[src/rtl/pc_redirect_ctrl.sv]
// pc_redirect_ctrl: arbitrates exception/branch/jump/panic redirects into the PC,
// defers a redirect while fetch is stalled, flushes IF/ID after every redirect
// and counts issued redirects with a saturating counter.
module pc_redirect_ctrl #(
  parameter int FLUSH_CYCLES = 2,
  parameter int CNT_W        = 16
) (
  input  logic             clk,
  input  logic             reset,
  input  logic             exc_req,
  input  logic [31:0]      exc_target,
  input  logic             br_req,
  input  logic [31:0]      br_target,
  input  logic             jmp_req,
  input  logic [31:0]      jmp_target,
  input  logic             panic_req,
  input  logic             fetch_stall,
  input  logic             hazard_stall,
  output logic             pc_exception,
  output logic [31:0]      pc_exception_target,
  output logic             pc_branch,
  output logic [31:0]      pc_branch_target,
  output logic             pc_jump,
  output logic [31:0]      pc_jump_target,
  output logic             pc_panic,
  output logic             pc_stall,
  output logic             flush,
  output logic             busy,
  output logic [CNT_W-1:0] redirect_cnt
);

  typedef enum logic [1:0] {IDLE, PEND, FLUSH} state_t;
  typedef enum logic [2:0] {
    K_NONE = 3'd0, K_PANIC = 3'd1, K_JUMP = 3'd2, K_BRANCH = 3'd3, K_EXC = 3'd4
  } kind_t;

  localparam logic [3:0] FLUSH_LOAD = 4'(FLUSH_CYCLES);

  state_t            state_q, state_d;
  kind_t             pend_kind_q, pend_kind_d;
  logic [31:0]       pend_target_q, pend_target_d;
  logic [3:0]        flush_cnt_q, flush_cnt_d;
  logic [CNT_W-1:0]  redirect_cnt_q, redirect_cnt_d;

  kind_t             req_kind;
  logic [31:0]       req_target;
  logic              issue;
  kind_t             issue_kind;
  logic [31:0]       issue_target;
  logic              stall_raw;

  // Fixed-priority pick of the highest-ranked request this cycle
  always_comb begin
    req_kind   = K_NONE;
    req_target = '0;
    if (exc_req) begin
      req_kind   = K_EXC;
      req_target = exc_target;
    end else if (br_req) begin
      req_kind   = K_BRANCH;
      req_target = br_target;
    end else if (jmp_req) begin
      req_kind   = K_JUMP;
      req_target = jmp_target;
    end else if (panic_req) begin
      req_kind   = K_PANIC;
      req_target = '0;
    end
  end

  // Next-state, pending-register and issue decisions for the redirect sequencer
  always_comb begin
    state_d        = state_q;
    pend_kind_d    = pend_kind_q;
    pend_target_d  = pend_target_q;
    flush_cnt_d    = flush_cnt_q;
    redirect_cnt_d = redirect_cnt_q;
    issue          = 1'b0;
    issue_kind     = K_NONE;
    issue_target   = '0;
    stall_raw      = fetch_stall | hazard_stall;
    case (state_q)
      IDLE: begin
        if (req_kind != K_NONE) begin
          if (!fetch_stall) begin
            issue        = 1'b1;
            issue_kind   = req_kind;
            issue_target = req_target;
            state_d      = FLUSH;
            flush_cnt_d  = FLUSH_LOAD;
          end else begin
            pend_kind_d   = req_kind;
            pend_target_d = req_target;
            state_d       = PEND;
          end
        end
      end
      PEND: begin
        stall_raw = 1'b1;
        if (!fetch_stall) begin
          issue         = 1'b1;
          issue_kind    = pend_kind_q;
          issue_target  = pend_target_q;
          pend_kind_d   = K_NONE;
          pend_target_d = '0;
          state_d       = FLUSH;
          flush_cnt_d   = FLUSH_LOAD;
        end else if (req_kind > pend_kind_q) begin
          pend_kind_d   = req_kind;
          pend_target_d = req_target;
        end
      end
      FLUSH: begin
        if (exc_req) begin
          if (!fetch_stall) begin
            issue        = 1'b1;
            issue_kind   = K_EXC;
            issue_target = exc_target;
            flush_cnt_d  = FLUSH_LOAD;
          end else begin
            pend_kind_d   = K_EXC;
            pend_target_d = exc_target;
            flush_cnt_d   = '0;
            state_d       = PEND;
          end
        end else begin
          flush_cnt_d = flush_cnt_q - 4'd1;
          if (flush_cnt_q == 4'd1) begin
            state_d = IDLE;
          end
        end
      end
      default: begin
        state_d = IDLE;
      end
    endcase
    if (issue) begin
      stall_raw = 1'b0;
      if (!(&redirect_cnt_q)) begin
        redirect_cnt_d = redirect_cnt_q + CNT_W'(1);
      end
    end
  end

  // Decode the issued redirect onto the PC strobes; everything is forced low during reset
  always_comb begin
    pc_exception        = 1'b0;
    pc_exception_target = '0;
    pc_branch           = 1'b0;
    pc_branch_target    = '0;
    pc_jump             = 1'b0;
    pc_jump_target      = '0;
    pc_panic            = 1'b0;
    pc_stall            = 1'b0;
    flush               = 1'b0;
    busy                = 1'b0;
    if (!reset) begin
      pc_stall = stall_raw;
      flush    = (state_q == FLUSH);
      busy     = (state_q == FLUSH) || (state_q == PEND);
      if (issue) begin
        case (issue_kind)
          K_EXC: begin
            pc_exception        = 1'b1;
            pc_exception_target = issue_target;
          end
          K_BRANCH: begin
            pc_branch        = 1'b1;
            pc_branch_target = issue_target;
          end
          K_JUMP: begin
            pc_jump        = 1'b1;
            pc_jump_target = issue_target;
          end
          K_PANIC: pc_panic = 1'b1;
          default: ;
        endcase
      end
    end
  end

  assign redirect_cnt = redirect_cnt_q;

  // Sequencer state, pending redirect, flush countdown and redirect counter
  always_ff @(posedge clk or posedge reset) begin
    if (reset) begin
      state_q        <= IDLE;
      pend_kind_q    <= K_NONE;
      pend_target_q  <= '0;
      flush_cnt_q    <= '0;
      redirect_cnt_q <= '0;
    end else begin
      state_q        <= state_d;
      pend_kind_q    <= pend_kind_d;
      pend_target_q  <= pend_target_d;
      flush_cnt_q    <= flush_cnt_d;
      redirect_cnt_q <= redirect_cnt_d;
    end
  end

endmodule

[config.mk]
export PLATFORM = sky130hd
export DESIGN_NAME = pc_redirect_ctrl
export DESIGN_NICKNAME = d
export VERILOG_FILES = /design/src/rtl/pc_redirect_ctrl.sv
export SDC_FILE = /design/constraint.sdc
export NUM_CORES = 1
export LEC_CHECK = 0
export BUFFER_PORTS_ARGS = -buffer_cell sky130_fd_sc_hd__buf_2
export CORE_MARGIN = 2
export CORE_UTILIZATION = 43
export CTS_CLUSTER_DIAMETER = 30
export DETAILED_ROUTE_END_ITERATION = 8
export PLACE_DENSITY = 0.78
export SLEW_MARGIN = 20
export SYNTH_ARGS = -nofsm -noshare
export SYNTH_HDL_FRONTEND = slang
export SYNTH_SLANG_ARGS = --single-unit
[constraint.sdc]
create_clock -name clk -period 2.2 [get_ports clk]
set_input_delay 0 -clock clk [delete_from_list [all_inputs] [get_ports clk]]
set_output_delay 0 -clock clk [all_outputs]
set_load 0.01 [all_outputs]
==> results.cfg, run 1 <==
[run_status]
status = finished, violations left
violations = negative setup slack

[timing]
fin_crit_ps = 2440
fmax_ghz = 0.410
worst_slew_pin_slew_ps = 730
min_period_over_period_pct = 111
rsz0062_at_grt = yes
slew_violations = 0
setup_viol = 92
worst_slack_ps = -241
slew_headroom_pct = 51.4
skew_ps = 7.55
timing.hold.ws_ps = 41.2
final_hold_viol_count = 0

[floorplanning]
start_util_pct = 43.9
ios = 223
die_area_sq_mm = 0.0119
die_width_um = 109
rows = 38
die_height_um = 109
coreArea_sq_mm = 0.0108

[worst_setup_path]
worst_r2r_path_depth = 9
startpoint = state_q[0]$_DFFE_PP0P_
path_class = reg -> out
cp.arrival_ps = 2440
r2r_end = redirect_cnt[6]$_DFFE_PP0P_
worstReg2RegStart = state_q[0]$_DFFE_PP0P_
rrSetupSlack_ps = 110
startpoint_type = flop
crit_fanout = 12
end_kind = output pin
endpoint = pc_branch_target[9]
crit_required_ps = 2200

[cts]
cts_max_level = 3
numCtsBuffers = 9
clk_root_buffer_cell = clkbuf_8
cts_tree = built
clockBufferDepth = 2
cts.clk_slew.worst_paths_ps = 70
cts.sinks = 57
clk_latency_ps = 330

[layout]
synthToLayoutAreaGrowth_pct = 54.6
drive_above_1_share_pct = 52.0
final_core_util_pct = 67.9
n_antenna_cell = 0
final_common_cell = buf_2
layout_common_cells = buf_2 (193), nor2_1 (59), a22oi_1 (57), dfrtp_1 (56), nand2_1 (42)
nFillCells = 880
nets = 952

[placed_design]
place_worst_setup_slack_ps = 2.30
globalplace.congestion = 0.865
dp_hpwl_um = 11700
port_buffers = 222

[synthesis]
mappedNetlistNets = 709
yosys.cell_types.count = 54
netlist.area_leader.share_pct = 30.1
ys_ff_latch = 57
syn_area_sq_mm = 0.00474
yosys_warnings = 0
synth_top_cell_by_area = dfrtp_1
seq_area_frac_synth_pct = 30.1
yosys-top-cells-area = dfrtp_1 (30%), nor2_1 (9.9%), a22oi_1 (9.3%)
syn_inst = 595
syn_avg_cell_area_sq_um = 7.97

[power]
ir_drop_mv = 0.703
switching_share_pct = 43.0
p_leak_nw = 3.45
power_frac_clock_pct = 13.3
pwr-share-comb_pct = 62.4
seqPwrFrac_pct = 24.3
p_int_mw = 4.04
power_switching_mw = 3.05
power_density_mw_per_mm2 = 967

[global_route]
antenna_found_initial = 1
track_usage_pct = 27.4
gr-total-overflow = 0
grt_pass1_vias = 5048
grt_max_degree = 58
grt_pass1_wl_um = 25600

[drt]
firstDrtPassIters = 6
routedWlPerCell_um = 18.0
wl_um = 17700
route.detailed.drc = 0
ant_nets = 0
dr.first_iter.drc_count = 473
vias = 5714
vias_per_cell = 5.82

[flow_run]
maxCapViolCount = 0

[hold_path]
min_path_type = in -> reg
layout make-up:
class	instances	area [sq um]	share of cell area, %
repair buffers	285	1990	27.2
multi-input cells	472	3510	47.8
flip-flops and latches	57	1430	19.5
clock buffers	10	138	1.88
well taps	140	175	2.39
clock inverters	4	45.0	0.614
inverters	13	48.8	0.665
worst min-delay path by stage:
stage	startpoint	to	slack, ps	cells after the start
6_report	exc_target[30]	pend_target_q[30]$_DFFE_PP0P_	40	3
5_1_grt	exc_target[30]	pend_target_q[30]$_DFFE_PP0P_	40	3
4_1_cts	exc_target[13]	pend_target_q[13]$_DFFE_PP0P_	30	3
3_5_place_dp	reset	redirect_cnt[12]$_DFFE_PP0P_	320	3
3_3_place_gp	reset	pend_kind_q[1]$_DFFE_PP0P_	320	3
2_1_floorplan	reset	busy	50	1
registers in the layout, indices dropped and copies added, names as in the netlist:
| signal | flops |
|---|---|
| pend_target_q | 32 |
| redirect_cnt | 16 |
| flush_cnt_q | 4 |
| pend_kind_q | 3 |
| state_q | 2 |
synth_stat cells (all sizes together):
master and count:
inv 13, o21ai 39, o31ai 2, ha 10, a311oi 1, and4 4, or2 2, a22oi 59
o21a 2, nand4 7, clkbuf 30, or4 2, dfrtp 57, a21o 1, nor2b 5, a21oi 31
and3 5, a211oi 1, nor4 2, and2 6, mux2i 4, nand2b 4, a222oi 7, a22o 33
or4b 1, o21ba 1, nand2 44, o22a 1, xnor2 12, mux2 36, nand3 13, and3b 1
a221o 1, nor2 126, and2b 1, or2b 1, a31oi 2, a32o 1, nor3 3, buf 23
xor2 1
metal layers:
layer / vias to the layer above / routed length [um] / track usage [%]
met5: - / 13 / 0
met4: 2 / 319 / 6.78
met3: 32 / 1470 / 5.50
met2: 294 / 8820 / 47.2
met1: 2748 / 7050 / 35.3
li1: 2638 / - / -
kinds of logic (layout without fill, tap and decap cells):
logic type,after synthesis,in the layout,synth area share (%)
buf+inv,66,312,6.17
compound gates,182,182,27.5
fa+ha+maj,10,10,2.64
xor+xnor,13,13,2.40
flops,57,57,30.1
simple gates,227,227,21.7
mux,40,40,9.47
what timing repair did:
action,in CTS,in global routing
pin swaps,6,33
buffers inserted,11,12
gates resized for setup,49,156
gates cloned,4,1
hold buffers,1,0
setup endpoints to repair,99,100
hold endpoints to repair,57,0
metrics by stage:
step | area [sq um] | std cells | power (mW) | TNS, ps
floorplan | 4740 | 595 | 4.23 | 0
detailed placement | 6070 | 940 | 5.24 | 0
CTS | 6620 | 970 | 6.50 | -11000
global placement | 6070 | 940 | 5.18 | 0
finish | 7330 | 981 | 7.09 | -11570
global route | 7330 | 981 | 7.55 | -20610
critical path, stage by stage (launching register included):
cell and delay [ps]:
dfrtp_1 380, inv_2 80, ha_4 170, or2_4 250, a221o_1 320, nor4_4 190, buf_4 190, nand2_8 70
buf_12 160, nor2_1 120, buf_2 150
power by group through the flow:
stage / logic [mW] / clock network (mW) / registers, mW
finish: 4.43 / 0.943 / 1.72
global route: 4.76 / 1.01 / 1.78
CTS: 3.84 / 0.962 / 1.69
detailed placement: 3.53 / 0 / 1.71
global placement: 3.48 / 0 / 1.70
floorplan: 2.55 / 0 / 1.68
No activity file was read; power rests on OpenSTA's default activity.
==> inputs of run 2 (changes only) <==
Settings changed: BUFFER_PORTS_ARGS -buffer_cell sky130_fd_sc_hd__buf_2 to -buffer_cell sky130_fd_sc_hd__buf_4.
==> run 2 against run 1 <==
The flow still finishes with violations (negative setup slack). Setup slack improved by 42 ps. Clock power is 13% higher. Register-to-register slack got worse by 110 ps. Cell area increased by 0.77%. First-iteration DRC count is 12% higher. Wire length rose by 4.2%. Total power increased by 2.3%. Via count is 1.1% lower. Worst hold slack lost 15 ps. Sequential share of layout area fell by 0.15 points. Flip-flop and latch count stayed put. Critical path type unchanged. Largest cell class unchanged.
==> results.cfg, run 2 (synthesis gave the netlist of run 1 again) <==
[run_status]
status = finished, violations left
violations = negative setup slack

[floorplanning]
rows = 38
ios = 223
coreArea_sq_mm = 0.0108
start_util_pct = 43.9
die_width_um = 109
die_height_um = 109
die_area_sq_mm = 0.0119

[power]
p_leak_nw = 3.42
power_density_mw_per_mm2 = 982
ir_drop_mv = 0.949

[timing]
worst_slack_ps = -200
rsz0062_at_grt = yes
worst_slew_pin_slew_ps = 766
slew_headroom_pct = 48.5
fmax_ghz = 0.417
setup_viol = 94
timing.hold.ws_ps = 25.8
fin_crit_ps = 2400
finalSetupTns_ps = -10190
skew_ps = 7.71
min_period_over_period_pct = 109
final_hold_viol_count = 0
slew_violations = 0

[worst_setup_path]
path_class = reg -> out
end_kind = output pin
worstPathCellList = inv_4 > ha_4 > or2_4 > a221o_1 > nor4_4 > nand2_2 > buf_6 > nor2_2 > buf_4
crit_fanout = 16
r2r_end = redirect_cnt[1]$_DFFE_PP0P_
worst-path-buf-inv = 3
rrSetupSlack_ps = 0
worst_r2r_path_depth = 10
critPathTopFamily = simple AND/OR/NAND/NOR gates
endpoint = pc_jump_target[31]
path_depth = 9
startpoint = state_q[1]$_DFFE_PP0P_
crit_required_ps = 2200
worstReg2RegStart = state_q[1]$_DFFE_PP0P_
slowest_stage = dfrtp_2
slowest_delay_ps = 430
startpoint_type = flop
cp.arrival_ps = 2400

[drt]
wl_um = 18400
vias_per_cell = 5.84
routedWlPerCell_um = 19.0
firstDrtPassIters = 6
vias = 5653
route.detailed.drc = 0
dr.first_iter.drc_count = 528
ant_nets = 0

[placed_design]
place_inst = 935
port_buffers = 222
place_worst_setup_slack_ps = -152
globalplace.congestion = 0.907
dp_hpwl_um = 12100

[cts]
clk_root_buffer_cell = clkbuf_8
cts.clk_slew.worst_paths_ps = 70
cts.sinks = 57
cts_tree = built
numCtsBuffers = 9
cts_max_level = 3
clockBufferDepth = 2
clk_latency_ps = 340

[global_route]
track_usage_pct = 29.0
gr-total-overflow = 0
grt_pass1_wl_um = 26600
grt_max_degree = 58
grt_pass1_vias = 5255
antenna_found_initial = 0

[layout]
finalNonFillerCells = 968
drive_above_1_share_pct = 47.2
final_common_cell = buf_4
regMostFlops = pend_target_q
largest_register_ffs = 32
nets = 937
synthToLayoutAreaGrowth_pct = 55.8
n_antenna_cell = 0
nFillCells = 836
layout_common_cells = buf_4 (242), nor2_1 (92), a22oi_1 (56), dfrtp_1 (56), nand2_1 (42)

[flow_run]
maxCapViolCount = 0

[hold_path]
min_path_type = in -> reg
==> run 2: cell types whose count changed in the layout (fill, tap and decap cells not counted), moves of 4 or more <==
| cell | change |
|---|---|
| nor2_2 | -6 |
| nor2_4 | -26 |
| a21oi_1 | +4 |
| a21oi_2 | -4 |
| buf_12 | -5 |
| nor2_1 | +33 |
| buf_6 | -18 |
| buf_2 | -193 |
| buf_4 | +202 |
==> run 2: worst register-to-register path, stage by stage, from the launching register on <==
cell      delay (ps)
dfrtp_2          450
inv_4            100
ha_4             140
or2_4            120
buf_6            120
a31oi_4          120
buf_6            160
buf_6            110
a311oi_4         290
buf_4            160
mux2_2           320
==> run 2: metrics by stage <==
step | util [%] | total power [mW] | cell area (sq um)
2_1_floorplan | - | 4.23 | 4740
3_3_place_gp | 61.4 | 5.23 | 6630
3_5_place_dp | 61.4 | 5.39 | 6630
4_1_cts | 66.1 | 6.80 | 7130
5_1_grt | 68.5 | 7.65 | 7390
6_report | 68.5 | 7.25 | 7390
==> run 2: cell type report <==
class                           instances  area, sq um  area share [%]
Multi-Input combinational cell        473         3300            44.6
Clock inverter                          6         82.6            1.12
Timing Repair Buffer                  269         2230            30.1
Tap cell                              140          175            2.37
Inverter                               13         51.3           0.694
Clock buffer                           10          128            1.73
Sequential cell                        57         1430            19.3
==> run 2: metal layers <==
metal,part of all wire [%],global-route usage (%)
met2,50,51.1
met3,9.2,7.35
met5,0,0
met1,38,33.9
met4,2.6,10.2
==> run 2: worst min-delay path by stage <==
| stage | startpoint | to | depth (start not counted) |
|---|---|---|---|
| 6_report | exc_target[14] | pend_target_q[14]$_DFFE_PP0P_ | 3 |
| 5_1_grt | exc_target[13] | pend_target_q[13]$_DFFE_PP0P_ | 3 |
| 4_1_cts | exc_target[14] | pend_target_q[14]$_DFFE_PP0P_ | 3 |
| 3_5_place_dp | reset | busy | 3 |
| 3_3_place_gp | reset | flush_cnt_q[2]$_DFFE_PP0P_ | 3 |
| 2_1_floorplan | reset | busy | 1 |
==> run 2: repair_timing <==
| action | in CTS | in global routing |
|---|---|---|
| hold buffers | 1 | 0 |
| endpoints found under the setup margin | 101 | 107 |
| resized for setup | 42 | 58 |
| hold endpoints to repair | 57 | 0 |
| cloned | 4 | 1 |
| setup buffers | 7 | 4 |
| pin swaps | 4 | 7 |
==> run 2: report_power, final <==
group          internal [mW]  leakage, nW  switching, mW
Sequential              1.44        0.737          0.293
Combinational           2.12         2.57           2.33
Clock                  0.632        0.106          0.441
==> inputs of run 3 (changes only) <==
Settings changed: ABC_CLOCK_PERIOD_IN_PS from default to 2200, SETUP_SLACK_MARGIN from default to 0.02.
==> run 3 against run 2 <==
The flow still finishes with violations (negative setup slack). Largest power group unchanged. Cell area shrank 0.15%. Register-to-register slack barely moved. Total power fell by 0.16%. Cell count unchanged. Global-route usage did not move.
==> results.cfg, run 3 (synthesis gave the netlist of run 1 again) <==
[timing]
worst_slack_ps = -186
rsz0062_at_grt = yes
finalSetupTns_ps = -9870
slew_headroom_pct = 47.4
fin_crit_ps = 2390
final_hold_viol_count = 0
setup_viol = 95
slew_violations = 0
min_period_over_period_pct = 108
timing.hold.ws_ps = 21.9
skew_ps = 8.19
fmax_ghz = 0.419
worst_slew_pin_slew_ps = 782

[power]
power_frac_clock_pct = 14.8
total_power_mw = 7.24
seqPwrFrac_pct = 23.9
pwr-share-comb_pct = 61.2
power_switching_mw = 3.06
p_int_mw = 4.18
power_density_mw_per_mm2 = 981
ir_drop_mv = 0.949
switching_share_pct = 42.3
p_leak_nw = 3.41

[floorplanning]
start_util_pct = 43.9
rows = 38
die_height_um = 109
coreArea_sq_mm = 0.0108
ios = 223
die_width_um = 109
die_area_sq_mm = 0.0119

[worst_setup_path]
cp.arrival_ps = 2390
crit_required_ps = 2200
slowest_stage = dfrtp_2
rrSetupSlack_ps = 0
worst_r2r_path_depth = 10
slowest_delay_ps = 430
path_class = reg -> out
endpoint = pc_jump_target[22]
r2r_end = redirect_cnt[1]$_DFFE_PP0P_
worstReg2RegStart = state_q[1]$_DFFE_PP0P_
startpoint = state_q[1]$_DFFE_PP0P_
crit_fanout = 16
startpoint_type = flop
end_kind = output pin
worstPathCellList = inv_4 > ha_4 > or2_4 > a221o_1 > nor4_4 > nand2_2 > buf_6 > nor2_2 > buf_4

[cts]
clk_latency_ps = 340
cts_tree = built
numCtsBuffers = 9
cts_max_level = 3
cts.sinks = 57
clk_root_buffer_cell = clkbuf_8
clockBufferDepth = 2
cts.clk_slew.worst_paths_ps = 70

[run_status]
violations = negative setup slack
status = finished, violations left

[layout]
largest_register_ffs = 32
synthToLayoutAreaGrowth_pct = 55.6
finalNonFillerCells = 968
layout_common_cells = buf_4 (243), nor2_1 (95), a22oi_1 (56), dfrtp_1 (56), nand2_1 (42)
regMostFlops = pend_target_q
final_common_cell = buf_4
drive_above_1_share_pct = 46.9
nets = 937
n_antenna_cell = 0

[placed_design]
place_inst = 935
dp_hpwl_um = 12100
port_buffers = 222
globalplace.congestion = 0.907

[global_route]
grt_max_degree = 58
grt_pass1_wl_um = 26600
antenna_found_initial = 0
track_usage_pct = 29.0
grt_pass1_vias = 5259
gr-total-overflow = 0

[hold_path]
min_path_type = in -> reg

[drt]
vias = 5648
route.detailed.drc = 0
routedWlPerCell_um = 19.1
wl_um = 18500
dr.first_iter.drc_count = 500
vias_per_cell = 5.83
ant_nets = 0
firstDrtPassIters = 7

[flow_run]
maxCapViolCount = 0
## run 3: cell counts in the layout (fill, tap and decap cells not counted)
Identical to the previous run, type by type.
## run 3: worst max-delay path: cells and delay by family (launching register included)
family                     cells  cell delay, ps
AOI/OAI and AO/OA              1             340
adders and majority gates      1             160
buffers and inverters          3             400
and+or+nand+nor                4             720
DFF                            1             430
## run 3: worst min-delay path by stage
stage | slack (ps) | to | cells after the start | start
floorplan | 50 | busy | 1 | reset
global placement | 300 | flush_cnt_q[2]$_DFFE_PP0P_ | 3 | reset
detailed placement | 300 | busy | 3 | reset
CTS | 10 | pend_target_q[14]$_DFFE_PP0P_ | 3 | exc_target[14]
global route | 20 | pend_target_q[13]$_DFFE_PP0P_ | 3 | exc_target[13]
finish | 20 | pend_target_q[1]$_DFFE_PP0P_ | 3 | exc_target[1]
## run 3: final cells by class
| class | instances | area (sq um) |
|---|---|---|
| clock inverters | 6 | 82.6 |
| inverters | 13 | 51.3 |
| fillers | 837 | 3410 |
| multi-input cells | 473 | 3290 |
| repair buffers | 269 | 2220 |
| flip-flops and latches | 57 | 1430 |
| clock buffers | 10 | 128 |
| well taps | 140 | 175 |
## run 3: power groups by stage
stage                     clock [mW]  combinational [mW]  sequential (mW)
final                           1.07                4.43             1.73
after global routing            1.13                4.75             1.77
after CTS                       1.09                4.00             1.70
after detailed placement           0                3.68             1.71
after global placement             0                3.55             1.68
after floorplan                    0                2.55             1.68
## run 3: timing repair
| item | in CTS | in global routing |
|---|---|---|
| gates cloned | 4 | 1 |
| hold buffers | 1 | 0 |
| gates resized for setup | 42 | 54 |
| pin swaps | 4 | 7 |
| endpoints found under the setup margin | 101 | 112 |
| setup buffers | 7 | 4 |
| endpoints found under the hold margin | 57 | 0 |
## run 3: routing by layer
layer	global-route usage [%]	vias up	part of all wire, %
met2	51.1	308	50
met5	0	-	0
met3	7.35	42	8.9
met1	33.9	2690	39
li1	-	2608	-
met4	10.2	0	2.5
## run 3: through the flow
stage | utilization [%] | setup WS [ps] | area [sq um]
floorplan | - | 122 | 4740
global placement | 61.4 | -55.8 | 6630
detailed placement | 61.4 | -152 | 6630
CTS | 66.1 | -128 | 7130
global route | 68.4 | -273 | 7380
finish | 68.4 | -186 | 7380
